File: config.mk
export PLATFORM = sky130hd
export DESIGN_NAME = prbs_burst_ctrl
export DESIGN_NICKNAME = d
export VERILOG_FILES = /design/src/rtl/prbs_burst_ctrl.sv
export SDC_FILE = /design/constraint.sdc
export NUM_CORES = 1
export LEC_CHECK = 0
export CORE_ASPECT_RATIO = 1.25
export CORE_MARGIN = 4
export CORE_UTILIZATION = 50
export CTS_BUF_LIST = sky130_fd_sc_hd__clkbuf_16
export DETAILED_ROUTE_END_ITERATION = 8
export DONT_BUFFER_PORTS = 1
export PLACE_DENSITY = 0.68
export SLEW_MARGIN = 15
export SYNTH_ARGS = -nofsm -noshare
export SYNTH_HDL_FRONTEND = slang
export SYNTH_SLANG_ARGS = --single-unit
File: constraint.sdc
create_clock -name clk -period 2.1 [get_ports clk]
set_input_delay 0.21 -clock clk [delete_from_list [all_inputs] [get_ports clk]]
set_output_delay 0.21 -clock clk [all_outputs]
set_load 0.01 [all_outputs]
File: src/rtl/prbs_burst_ctrl.sv
// Burst sequencer for an external PRBS generator: seeds it, clocks it one bit per RUN cycle,
// and packs the serial bits MSB-first into words on a valid/ready stream.
module prbs_burst_ctrl #(
  parameter int unsigned SEED_W = 7,
  parameter int unsigned WORD_W = 8,
  parameter int unsigned LEN_W  = 16
) (
  input  logic              clk,
  input  logic              reset,
  input  logic              start,
  input  logic              abort,
  input  logic [SEED_W-1:0] seed,
  input  logic [LEN_W-1:0]  burst_len,
  output logic              busy,
  output logic              done,
  output logic              prbs_load,
  output logic [SEED_W-1:0] prbs_seed,
  output logic              prbs_en,
  input  logic              prbs_bit,
  output logic [WORD_W-1:0] word_data,
  output logic              word_valid,
  input  logic              word_ready
);

  localparam int unsigned BitCntW = (WORD_W > 2) ? $clog2(WORD_W) : 1;

  localparam logic [2:0] StIdle = 3'd0;
  localparam logic [2:0] StLoad = 3'd1;
  localparam logic [2:0] StRun  = 3'd2;
  localparam logic [2:0] StHold = 3'd3;
  localparam logic [2:0] StDone = 3'd4;

  logic [2:0]        state_q, state_d;
  logic [SEED_W-1:0] seed_q, seed_d;
  logic [LEN_W-1:0]  len_q, len_d;
  logic [LEN_W-1:0]  word_cnt_q, word_cnt_d;
  logic [BitCntW-1:0] bit_cnt_q, bit_cnt_d;
  logic [WORD_W-2:0] sr_q, sr_d;
  logic [WORD_W-1:0] word_data_q, word_data_d;
  logic              word_valid_q, word_valid_d;
  logic [WORD_W-1:0] shifted;

  always_comb begin
    state_d      = state_q;
    seed_d       = seed_q;
    len_d        = len_q;
    word_cnt_d   = word_cnt_q;
    bit_cnt_d    = bit_cnt_q;
    sr_d         = sr_q;
    word_data_d  = word_data_q;
    word_valid_d = word_valid_q;
    // The bit captured this cycle lands in the LSB; the first bit ends up in the MSB.
    shifted      = {sr_q, prbs_bit};

    if (abort && (state_q != StIdle)) begin
      state_d      = StIdle;
      word_cnt_d   = '0;
      bit_cnt_d    = '0;
      sr_d         = '0;
      word_valid_d = 1'b0;
    end else begin
      case (state_q)
        StIdle: begin
          if (start) begin
            // An all-zero seed would lock the LFSR, so substitute 1.
            seed_d     = (seed == '0) ? SEED_W'(1) : seed;
            len_d      = burst_len;
            word_cnt_d = '0;
            state_d    = (burst_len == '0) ? StDone : StLoad;
          end
        end
        StLoad: begin
          bit_cnt_d = '0;
          state_d   = StRun;
        end
        StRun: begin
          sr_d = shifted[WORD_W-2:0];
          if (bit_cnt_q == BitCntW'(WORD_W - 1)) begin
            word_data_d  = shifted;
            word_valid_d = 1'b1;
            bit_cnt_d    = '0;
            state_d      = StHold;
          end else begin
            bit_cnt_d = bit_cnt_q + BitCntW'(1);
          end
        end
        StHold: begin
          if (word_valid_q && word_ready) begin
            word_valid_d = 1'b0;
            if (word_cnt_q == len_q - LEN_W'(1)) begin
              word_cnt_d = '0;
              state_d    = StDone;
            end else begin
              word_cnt_d = word_cnt_q + LEN_W'(1);
              state_d    = StRun;
            end
          end
        end
        StDone:  state_d = StIdle;
        default: state_d = StIdle;
      endcase
    end
  end

  always_ff @(posedge clk) begin
    if (!reset) begin
      state_q      <= StIdle;
      seed_q       <= '0;
      len_q        <= '0;
      word_cnt_q   <= '0;
      bit_cnt_q    <= '0;
      sr_q         <= '0;
      word_data_q  <= '0;
      word_valid_q <= 1'b0;
    end else begin
      state_q      <= state_d;
      seed_q       <= seed_d;
      len_q        <= len_d;
      word_cnt_q   <= word_cnt_d;
      bit_cnt_q    <= bit_cnt_d;
      sr_q         <= sr_d;
      word_data_q  <= word_data_d;
      word_valid_q <= word_valid_d;
    end
  end

  assign busy       = (state_q != StIdle);
  assign done       = (state_q == StDone);
  assign prbs_load  = (state_q == StLoad);
  assign prbs_en    = (state_q == StRun);
  assign prbs_seed  = seed_q;
  assign word_data  = word_data_q;
  assign word_valid = word_valid_q;

endmodule

Word level (Yosys, flattened, before mapping)
Cells that the tools add are included.
{"block": "classes", "bitwise_logic": 2, "mul": 0, "eq_ne": 9, "div": 0, "add_sub_neg": 3, "shift": 0, "n_reduce_logical": 15, "n_lt_le_gt_ge": 0, "n_mux": 16}
{"op": "two-way mux 16 bit", "n": 3}
{"op": "one-hot mux 16 bit (2 select lines)", "n": 1}
{"op": "two-way mux 3 bit", "n": 6}
{"op": "adder 16 x 1 -> 16 bit (second input constant)", "n": 1}
{"op": "equality test 16 bit", "n": 1}
{"op": "zero test 16 bit", "n": 1}
{"op": "subtractor 16 x 1 -> 16 bit (second input constant)", "n": 1}
{"op": "AND reduction 3 bit", "n": 5}
{"op": "one-hot mux 3 bit (4 select lines)", "n": 1}
{"op": "zero test 7 bit", "n": 1}
{"op": "two-way mux 7 bit", "n": 1}
{"op": "equality test 3 x 2 -> 1 bit (second input constant)", "n": 2}
{"op": "equality test 3 bit (second input constant)", "n": 2}
{"op": "one-hot mux 3 bit (2 select lines)", "n": 1}
{"op": "nonzero test 2 bit", "n": 3}
{"op": "!= test 2 bit (second input constant)", "n": 2}
{"op": "adder 3 x 1 -> 3 bit (second input constant)", "n": 1}
{"op": "equality test 3 x 1 -> 1 bit (second input constant)", "n": 1}
{"op": "zero test 3 bit", "n": 1}
{"op": "nonzero test 3 bit", "n": 1}
{"op": "logical AND 1 bit", "n": 2}
{"op": "two-way mux 1 bit", "n": 2}
{"op": "!= test 2 x 1 -> 1 bit (second input constant)", "n": 1}
{"op": "NOT 1 bit", "n": 2}
{"op": "other kinds (2)", "n": 2}
{"block": "totals", "latch_bits": 0, "memories": 0, "in_bits": 29, "wordCells": 53, "mem_bits_rw": 0, "out_inout_bits": 20, "mem_bits_ro": 0, "ff_bits": 61}

Depth between registers and ports, before layout
Gate-level depths: netlist of the first run.
{"block": "logic_depth", "ltp_word": 5, "ltp_mapped": 10}

Worst setup path before layout of the first run
No wires, ideal clock.
{"block": "synth_path", "path_kind": "reg-to-reg", "start": "reg len_q[0]", "end": "reg word_cnt_q[11]", "path_stages_with_launch": 11, "n_path_buf": 1, "setup_ns": 0.115, "period_less_slack_ns": 2.268, "arrival_time_ns": 2.154, "slack_ns": -0.168, "cell_sequence": "dfxtp_1 inv_1 ha_1 xor2_1 o21ai_0 or4_4 nor4_4 nand4_4 o21bai_4 buf_6 nor2_1"}
{"block": "synth_via", "elab_chain_cells": 5}
{"element": "from (decl)", "line_no": "35", "text": "logic [LEN_W-1:0] len_q, len_d;"}
{"element": "from (signal assigned)", "line_no": "118", "text": "len_q <= len_d;"}
{"element": "subtractor 16 x 1 -> 16 bit", "line_no": "90", "text": "if (word_cnt_q == len_q - LEN_W'(1)) begin"}
{"element": "equality test 16 bit", "line_no": "90"}
{"element": "two-way mux 16 bit", "line_no": "90"}
{"element": "two-way mux 16 bit", "line_no": "88", "text": "if (word_valid_q && word_ready) begin"}
{"element": "one-hot mux 16 bit (2 select lines)", "line_no": "62", "text": "case (state_q)"}
{"element": "to (signal assigned)", "line_no": "119", "text": "word_cnt_q <= word_cnt_d;"}
{"element": "to (decl)", "line_no": "36", "text": "logic [LEN_W-1:0] word_cnt_q, word_cnt_d;"}
No other way between the ends. The select of a mux whose other input is x is not followed.
A chain may end at the register's enable or synchronous reset.

Worst setup path in the final report of the first run
{"block": "layout_path", "start": "reg len_q[1]", "end": "reg word_cnt_q[13]"}
Same word-level chain as after synthesis.

==> metrics.txt, run 1 <==
final critical path time including I/O delays and setup 2250 ps; synthesized instance count just under 400; EDFF count, synth 0; Vias 2,787; die height roughly 100 um; clk_skew 4.04 ps; CORE AREA 6250 um2; Worst Slack Setup Final -153 ps; kind of critical path reg -> reg; CTS Root Buffer Type clkbuf_16; port bufs 0; starting density of the core 51.8%; total CTS buffers 9; Synth area leader dfxtp_1; critical path launch point type flip-flop; share of cells above drive strength 1 17.6%; hpwl dp around 5500 um; DRC 0; DR pass1 iterations 4; maximum VDD drop 0.000636 V; post-synth cell types 55; DRT iter0 DRCs 77; RSZ-0062 raised after global routing true; CP arrival ~2500 ps; critical-path maximum fanout 11; CTS H-tree lvls 3; ys async rst share 0%; final RePlAce weighted congestion about 0.81; endpoints failing setup 18; Least-Margin Pin Slew 478 ps; Antenna diodes 0; Top FF cell, synth dfxtp_1; Mapped Area 3230 um2; FF+latch count, synth 61; Total GRT Usage between 20 and 25%; HP Class in -> reg; CTS sink count 61; clock-pin slew on the worst setup and hold paths 50 ps; vias per inst 5.46; Total Wirelength 7470 um; Clock Path Buffers 2; Fmax 0.444 GHz; Seq/Total Area, Yosys 37.8%; status finished with violations; Worst Setup End Kind flip-flop; Worst slew margin 68.1%; DRT antenna net count 0; area fraction of the dominant cell type after synthesis 37.8%; Congestion Overflow GR 0; endpoints failing hold 0; synthesized net count 422; CP required 2320 ps; CTS tree built; Syn. warnings 0; max_cap viols 0; leakage power 1.42 nW; Die Footprint 7830 um2; Final Slew Violations 0; initial antenna violation count 0; average size of a mapped cell 8.31 um2; Area Growth Syn to Fin 17.9%; die width between 70 and 80 um; FP Rows 32; Avg WL per Cell 14.6 um; IO Pins 49; Power Density 796 nW/um2; clock network latency to the later pin of the worst-skew pair 330 ps; nets approximately 450; largest net degree at the start of global routing 34; fillcell total 568; cts hold-fix bufs 0; fin crit share 107%; worst slack at placement -206 ps; vias in the first global route 2,703; synth top area cells dfxtp_1 38%, nand2_1 9.2%, a21boi_0 5.6%; setup TNS -2430 ps; failing checks negative setup slack; first-pass GRT wire length roughly 13,000 um
==> metrics by stage <==
stage / power (mW) / util (%) / hold slack (ps) / cells / cell area (um2)
2_1_floorplan: 1.64 / - / 346 / 389 / 3250
3_3_place_gp: 1.75 / 56.3 / 344 / 493 / 3520
3_5_place_dp: 1.76 / 56.3 / 347 / 493 / 3520
4_1_cts: 3.06 / 60.8 / 7.54 / 509 / 3800
5_1_grt: 3.18 / 61.0 / 21.2 / 510 / 3810
6_report: 3.04 / 61.0 / 16.0 / 510 / 3810
==> metal layers <==
metal | global-route usage [%] | vias up | share of wire (%)
met5 | 0 | - | 0
met4 | 7.93 | 0 | 2.1
met3 | 8.39 | 15 | 6.5
met2 | 33.3 | 64 | 49
met1 | 24.3 | 1302 | 42
li1 | - | 1406 | -
==> critical path, stage by stage (launching register included) <==
cell and delay (ps):
dfxtp_2 330, inv_2 40, ha_4 250, xor2_1 140
o21ai_1 80, or4_4 530, nor4_4 210, nand4_4 180
o21bai_4 200, buf_12 140, nor2_1 50
==> cell usage in the layout, fill, tap and decap left out, types with 2 or more instances in the layout <==
cell type   instances
nor3b_1             2
nor2_1             27
nor2b_1            12
o21ai_0             6
a31oi_1             4
and3_1              3
nand4_1             4
and3b_1             2
a22oi_1             2
nor4_2              3
nor3_1              9
nand2b_1            5
nor4_1              8
buf_4              38
nand2_1            79
ha_1                3
mux2i_1            11
xnor2_1            13
dfxtp_2             3
and2_1              3
nand3b_1            3
clkinvlp_4          2
dfxtp_1            58
clkbuf_16           9
a21oi_1            20
o22ai_1             2
nand3_1            16
clkinv_2            2
a21boi_0           24
inv_2               2
xor2_1             14
inv_1               7
==> flip-flops by register name, indices dropped and copies added, names as in the netlist <==
signal	flops
word_cnt_q	16
sr_q	7
word_data	8
state_q	3
prbs_seed	7
len_q	16
bit_cnt_q	3
word_valid	1
==> cell usage after synthesis, types with 2 or more instances <==
cell type / instances
a21boi_0: 24
a21oi_1: 21
a22oi_1: 2
a31oi_1: 4
and2_1: 3
and3_1: 3
and3b_1: 2
buf_2: 2
clkbuf_1: 13
dfxtp_1: 61
ha_1: 4
inv_1: 8
mux2i_1: 11
nand2_1: 79
nand2b_1: 5
nand3_1: 16
nand3b_1: 3
nand4_1: 4
nor2_1: 27
nor2b_1: 12
nor3_1: 9
nor3b_1: 2
nor4_1: 9
nor4_2: 2
o21ai_0: 7
o22ai_1: 2
xnor2_1: 13
xor2_1: 14
==> logic make-up (layout without fill, tap and decap cells) <==
family	count (synthesis)	in the layout	synth area share (%)
muxes	11	11	3.41
adders and majority gates	4	4	1.55
buffers and inverters	26	62	4.53
AOI/OAI and AO/OA	68	68	13.9
xor gates and xnor gates	28	28	8.01
and+or+nand+nor	191	191	30.8
DFF	61	61	37.8
==> worst paths after layout <==
path | start | to | slack (ps) | depth (start not counted)
setup / recovery | len_q[1] | word_cnt_q[13] | -150 | 10
hold / removal | reset | word_data[2] | 20 | 1
setup reg to reg | len_q[1] | word_cnt_q[13] | -150 | 10
hold reg to reg | sr_q[6] | sr_q[6] | 470 | 2
==> what timing repair did <==
action | in CTS | in global routing
buffers inserted | 1 | 1
resized for setup | 1 | 1
setup endpoints to repair | 18 | 18
pin swaps | 2 | 0
cloned | 0 | 0
==> power breakdown <==
part | internal, mW | switching, mW
Sequential | 1.20 | 0.0452
Combinational | 0.235 | 0.271
Clock | 0.776 | 0.506
==> final cells by class <==
cell class / count / area (um2) / share of cell area (%)
Clock buffer: 9 / 225 / 5.91
Clock inverter: 6 / 32.5 / 0.853
Inverter: 8 / 30.0 / 0.788
Multi-Input combinational cell: 302 / 1890 / 49.5
Sequential cell: 61 / 1220 / 32.1
Tap cell: 85 / 106 / 2.79
Timing Repair Buffer: 39 / 305 / 8.01
Power figures use the tool's default switching activity.
==> run 2: changes to the inputs <==
==> constraint.sdc (replaced) <==
create_clock -name clk -period 2.1 [get_ports clk]
set_input_delay 0.63 -clock clk [delete_from_list [all_inputs] [get_ports clk]]
set_output_delay 0.63 -clock clk [all_outputs]
set_load 0.01 [all_outputs]
==> metrics.txt, run 2 (synthesis gave the netlist of run 1 again) <==
kind of critical path reg -> reg; die height 97.9 um (unchanged); delay-heaviest family, CP simple AND/OR/NAND/NOR gates; internal power 2.46 mW (+11%); Post-Layout Inst Area 3890 um2 (+2.0%); CTS H-tree lvls 3 (unchanged); clk_skew 8.96 ps (+4.93 ps); RSZ-0062 raised after global routing true; vias in the first global route 2,624 (-2.9%); max_cap viols 0 (unchanged); final RePlAce weighted congestion 0.818 (+0.42%); total design power 3.31 mW (+9.1%); DR pass1 iterations 4 (unchanged); leakage power 1.44 nW (+1.8%); Die Footprint 7830 um2 (unchanged); critical path's largest stage delay 530 ps (about the same); hpwl dp 5500 um (+0.63%); Vias 2,798 (+0.39%); maximum VDD drop 0.000605 V (-4.8%); fillcell total 558 (-1.8%); Avg WL per Cell 14.9 um (+1.7%); Sw Ratio 25.6% (-1.5 points); Fmax 0.442 GHz (-0.43%); Power Density 852 nW/um2 (+6.9%); Final Slew Violations 0 (unchanged); endpoints failing setup 18 (unchanged); R2R depth 10 (unchanged); total CTS buffers 9 (unchanged); status finished with violations; hold path cells 1 (unchanged); worst slack at placement -174 ps (+32.4 ps); CTS Root Buffer Type clkbuf_16; HP Class in -> reg; setup TNS -2360 ps (+68.1 ps); most frequent cells in the layout 78 x nand2_1, 57 x dfxtp_1, 35 x buf_4; largest net degree at the start of global routing 34 (unchanged); CORE AREA 6250 um2 (unchanged); port bufs 0 (unchanged); initial antenna violation count 0 (unchanged); final critical path time including I/O delays and setup 2260 ps (+9.64 ps); nets 452 (-0.44%); Worst Slack Setup Final -163 ps (-9.64 ps); final core utilization 62.3% (+1.2 points); first-pass GRT wire length 12,900 um (about the same); CP arrival 2480 ps (about the same); Worst slew margin 66.8% (-1.2 points); Area Growth Syn to Fin 20.3%; CTS sink count 61 (unchanged); fin cells 509 (-0.20%); FP Rows 32 (unchanged); most common cell after layout, fill and taps aside nand2_1; Clock Path Buffers 2 (unchanged); placed cell count 492 (-0.20%); clock group share of total power 46.9% (+4.7 points); critical path launch point type flip-flop; Reg power frac 37.9% (-3.2 points); endpoints failing hold 0 (unchanged); DRT antenna net count 0 (unchanged); fin crit share 108% (+0.46 points); CP bufs+invs 2 (unchanged); CP required 2310 ps (about the same); DRT iter0 DRCs 110 (+43%); IO Pins 49 (unchanged); critical-path maximum fanout 11 (unchanged); share of cells above drive strength 1 18.9% (+1.2 points); clock-pin slew on the worst setup and hold paths 50 ps (about the same); Congestion Overflow GR 0 (unchanged); Worst Setup End Kind flip-flop; flop-to-flop setup slack -160 ps (about the same); critical path depth 10 (unchanged); crit-path cells inv_2 > ha_4 > xor2_1 > o21ai_1 > or4_4 > nor4_4 > nand4_4 > o21bai_4 > buf_12 > nor2_1; cts hold-fix bufs 0 (unchanged); combinational share of power 15.2% (-1.5 points); vias per inst 5.50 (+0.59%); Antenna diodes 0 (unchanged); Hold Slack 439 ps (+423 ps); starting density of the core 51.8% (unchanged); Least-Margin Pin Slew 493 ps (+15.3 ps); DRC 0 (unchanged); DP Area 3510 um2 (-0.21%); sw power 0.848 mW (+3.2%); die width 79.9 um (unchanged); Total GRT Usage 20.7% (about the same); clock network latency to the later pin of the worst-skew pair 330 ps (about the same); CTS tree built; Total Wirelength 7580 um (+1.5%); slowest cell on the critical path or4_4; failing checks negative setup slack
[run 2: cell types whose count changed in the layout (fill, tap and decap cells not counted), sizes merged]
cell | before | now
buf | 39 | 37
clkinvlp | 2 | 0
inv | 9 | 8
bufinv | 0 | 2
clkinv | 3 | 5
[run 2: what timing repair did]
action                                  in CTS  in global routing
buffers inserted                             1                  0
endpoints found under the setup margin      18                 19
gates resized for setup                      0                 11
pin swaps                                    1                  7
endpoints found under the hold margin        0                  0
[run 2: worst paths after layout]
| check | start | end |
|---|---|---|
| setup / recovery | len_q[0] | word_cnt_q[7] |
| hold / removal | reset | word_data[3] |
| setup reg to reg | len_q[0] | word_cnt_q[7] |
| hold reg to reg | sr_q[1] | sr_q[2] |
[run 2: cell type report]
type,instances,area (um2),area share [%]
tap,85,106,2.73
clock buffer,9,225,5.79
multi-input combinational,302,1920,49.3
sequential,61,1230,31.5
inverter,8,30.0,0.772
clock inverter,7,90.1,2.32
timing repair buffer,37,294,7.56
[run 2: power by group through the flow]
stage	Clock [mW]	Sequential, mW	Combinational, mW
floorplan	0	1.27	0.367
global placement	0	1.28	0.465
detailed placement	0	1.28	0.475
CTS	1.58	1.25	0.490
global route	1.64	1.26	0.557
finish	1.55	1.26	0.504
[run 2: routing by layer]
layer  track usage (%)  wire, um  share of wire (%)
met5                 0         0                  0
met3              7.84       484                6.4
met1              25.7      3280                 43
met4              6.76       201                2.7
met2              32.7      3610                 48
==> run 3: changes to the inputs <==
--- a/config.mk
+++ b/config.mk
@@ -5,13 +5,13 @@
 export SDC_FILE = /design/constraint.sdc
 export NUM_CORES = 1
 export LEC_CHECK = 0
+export BUFFER_PORTS_ARGS = -buffer_cell sky130_fd_sc_hd__buf_2
 export CORE_ASPECT_RATIO = 1.25
 export CORE_MARGIN = 4
 export CORE_UTILIZATION = 50
 export CTS_BUF_LIST = sky130_fd_sc_hd__clkbuf_16
 export DETAILED_ROUTE_END_ITERATION = 8
-export DONT_BUFFER_PORTS = 1
-export PLACE_DENSITY = 0.68
+export PLACE_DENSITY = 0.74
 export SLEW_MARGIN = 15
 export SYNTH_ARGS = -nofsm -noshare
 export SYNTH_HDL_FRONTEND = slang
==> metrics.txt, run 3 (synthesis gave the netlist of run 1 again) <==
clk_skew 8.12 ps (-0.841 ps); max_cap viols 0 (unchanged); RR Endpoint word_cnt_q[15]; die width 79.9 um (unchanged); HP Start prbs_seed[2]; final critical path time including I/O delays and setup 2300 ps (+39.2 ps); met2 capacity usage during global routing 33.8% (+1.1 points); CORE AREA 6250 um2 (unchanged); Worst Setup End Kind flip-flop; Final Slew Violations 0 (unchanged); R2R depth 10 (unchanged); RSZ-0062 raised after global routing true; DP Area 3740 um2 (+6.6%); met1 Usage GRT 24.1% (-1.6 points); vias in the first global route 2,938 (+12%); hpwl dp 5650 um (+2.8%); Congestion Overflow GR 0 (unchanged); GR peak layer met2; largest net degree at the start of global routing 32 (-5.9%); endpoints failing hold 0 (unchanged); critical-path maximum fanout 11 (unchanged); hold path endpoint prbs_seed[2]; most frequent cells in the layout 79 x nand2_1, 57 x dfxtp_1, 48 x buf_2; endpoints failing setup 18 (unchanged); status finished with violations; HP Class reg -> reg; CTS H-tree lvls 3 (unchanged); Die Footprint 7830 um2 (unchanged); die height 97.9 um (unchanged); initial antenna violation count 0 (unchanged); failing checks negative setup slack; setup TNS -3190 ps (-834 ps); share of cells above drive strength 1 26.3% (+7.5 points); Area Growth Syn to Fin 26.5%; Sw Ratio 27.2% (+1.6 points); most common cell after layout, fill and taps aside nand2_1; flop-to-flop setup slack -200 ps (-40 ps); Power Density 795 nW/um2 (-6.6%); fin crit share 110% (+1.9 points); CP bufs+invs 2 (unchanged); FP Rows 32 (unchanged); Worst Slack Setup Final -202 ps (-39.2 ps); Total Wirelength 7790 um (+2.7%); RR Startpoint len_q[1]; internal power 2.37 mW (-3.9%); sw power 0.884 mW (+4.3%); delay-heaviest family, CP simple AND/OR/NAND/NOR gates; critical path launch point type flip-flop; combinational share of power 17.5% (+2.3 points); CTS sink count 61 (unchanged); Worst slew margin 68.1% (+1.2 points); CP required 2320 ps (about the same); Antenna diodes 0 (unchanged); slowest cell on the critical path or4_4; Clock Path Buffers 2 (unchanged); DRT antenna net count 0 (unchanged); Post-Layout Inst Area 4090 um2 (+5.2%); nets 499 (+10%); Avg WL per Cell 14.0 um (-6.0%); CTS Root Buffer Type clkbuf_16; total CTS buffers 9 (unchanged); DRC 0 (unchanged); met3 Use GR 5.63% (-2.2 points); cts hold-fix bufs 0 (unchanged); CP startpoint len_q[1]; clock group share of total power 44.1% (-2.8 points); maximum VDD drop 0.000525 V (-13%); Least-Margin Pin Slew 478 ps (-15.2 ps); DRT iter0 DRCs 118 (+7.3%); hold path cells 2 (+1); kind of critical path reg -> reg; CTS tree built; starting density of the core 51.8% (unchanged); Vias 3,018 (+7.9%); clock network latency to the later pin of the worst-skew pair 330 ps (about the same); Total GRT Usage 20.5% (-0.21 points); final RePlAce weighted congestion 0.834 (+2.0%); crit-path cells inv_2 > ha_4 > xor2_1 > o21ai_1 > or4_4 > nor4_4 > nand4_4 > o21bai_4 > buf_12 > nor2_1; Reg power frac 38.4% (+0.5 points); CP arrival 2520 ps (+40 ps); vias per inst 5.43 (-1.3%); Fmax 0.434 GHz (-1.7%); IO Pins 49 (unchanged); DR pass1 iterations 4 (unchanged); first-pass GRT wire length 13,000 um (+1.1%); critical path's largest stage delay 540 ps (about the same); clock-pin slew on the worst setup and hold paths 50 ps (about the same); port bufs 48 (+48); leakage power 1.64 nW (+13%)
[run 3: cell types whose count changed in the layout (fill, tap and decap cells not counted), sizes merged]
cell	delta
bufinv	-1
clkinv	-1
clkinvlp	+2
buf	+47
[run 3: per-layer routing]
| metal | vias to the layer above | share of wire, % |
|---|---|---|
| met5 | - | 0 |
| met4 | 0 | 3.1 |
| met3 | 23 | 5.4 |
| met2 | 86 | 48 |
| met1 | 1418 | 43 |
| li1 | 1491 | - |
[run 3: worst max path at each step]
stage	depth (start not counted)	to
floorplan	10	word_cnt_q[11]
finish	10	word_cnt_q[15]
CTS	10	word_cnt_q[13]
global placement	9	word_cnt_q[12]
global route	10	word_cnt_q[11]
detailed placement	8	word_cnt_q[5]
[run 3: per-stage QoR]
step                instances  power, mW  setup slack, ps  hold slack (ps)  util (%)
finish                    556       3.25             -202              463      65.5
global route              556       3.38             -269              482      65.5
CTS                       556       3.25             -163              467      65.0
detailed placement        539       1.80             -212              459      59.9
global placement          539       1.79             -101              448      59.9
floorplan                 389       1.64            -88.2              436         -
[run 3: area by class of cell]
class | instances | area, um2
Multi-Input combinational cell | 302 | 1910
Sequential cell | 61 | 1230
Inverter | 8 | 30.0
Fill cell | 520 | 2160
Clock buffer | 9 | 225
Timing Repair Buffer | 84 | 523
Clock inverter | 7 | 66.3
Tap cell | 85 | 106
[run 3: tightest hold or removal path, cell delays in order, from the launching register on]
cell	delay, ps
dfxtp_1	300
nand2_1	50
a21boi_0	60
[run 3: what timing repair did]
item | 4_1_cts | 5_1_grt
pin swaps | 1 | 1
setup endpoints to repair | 19 | 19
gates resized for setup | 2 | 5
setup buffers | 1 | 0
[run 3: power groups by stage]
stage	logic, mW	registers, mW	clock network [mW]
after floorplan	0.367	1.27	0
after global placement	0.521	1.27	0
after detailed placement	0.533	1.27	0
after CTS	0.552	1.25	1.45
after global routing	0.626	1.25	1.50
final	0.571	1.25	1.43
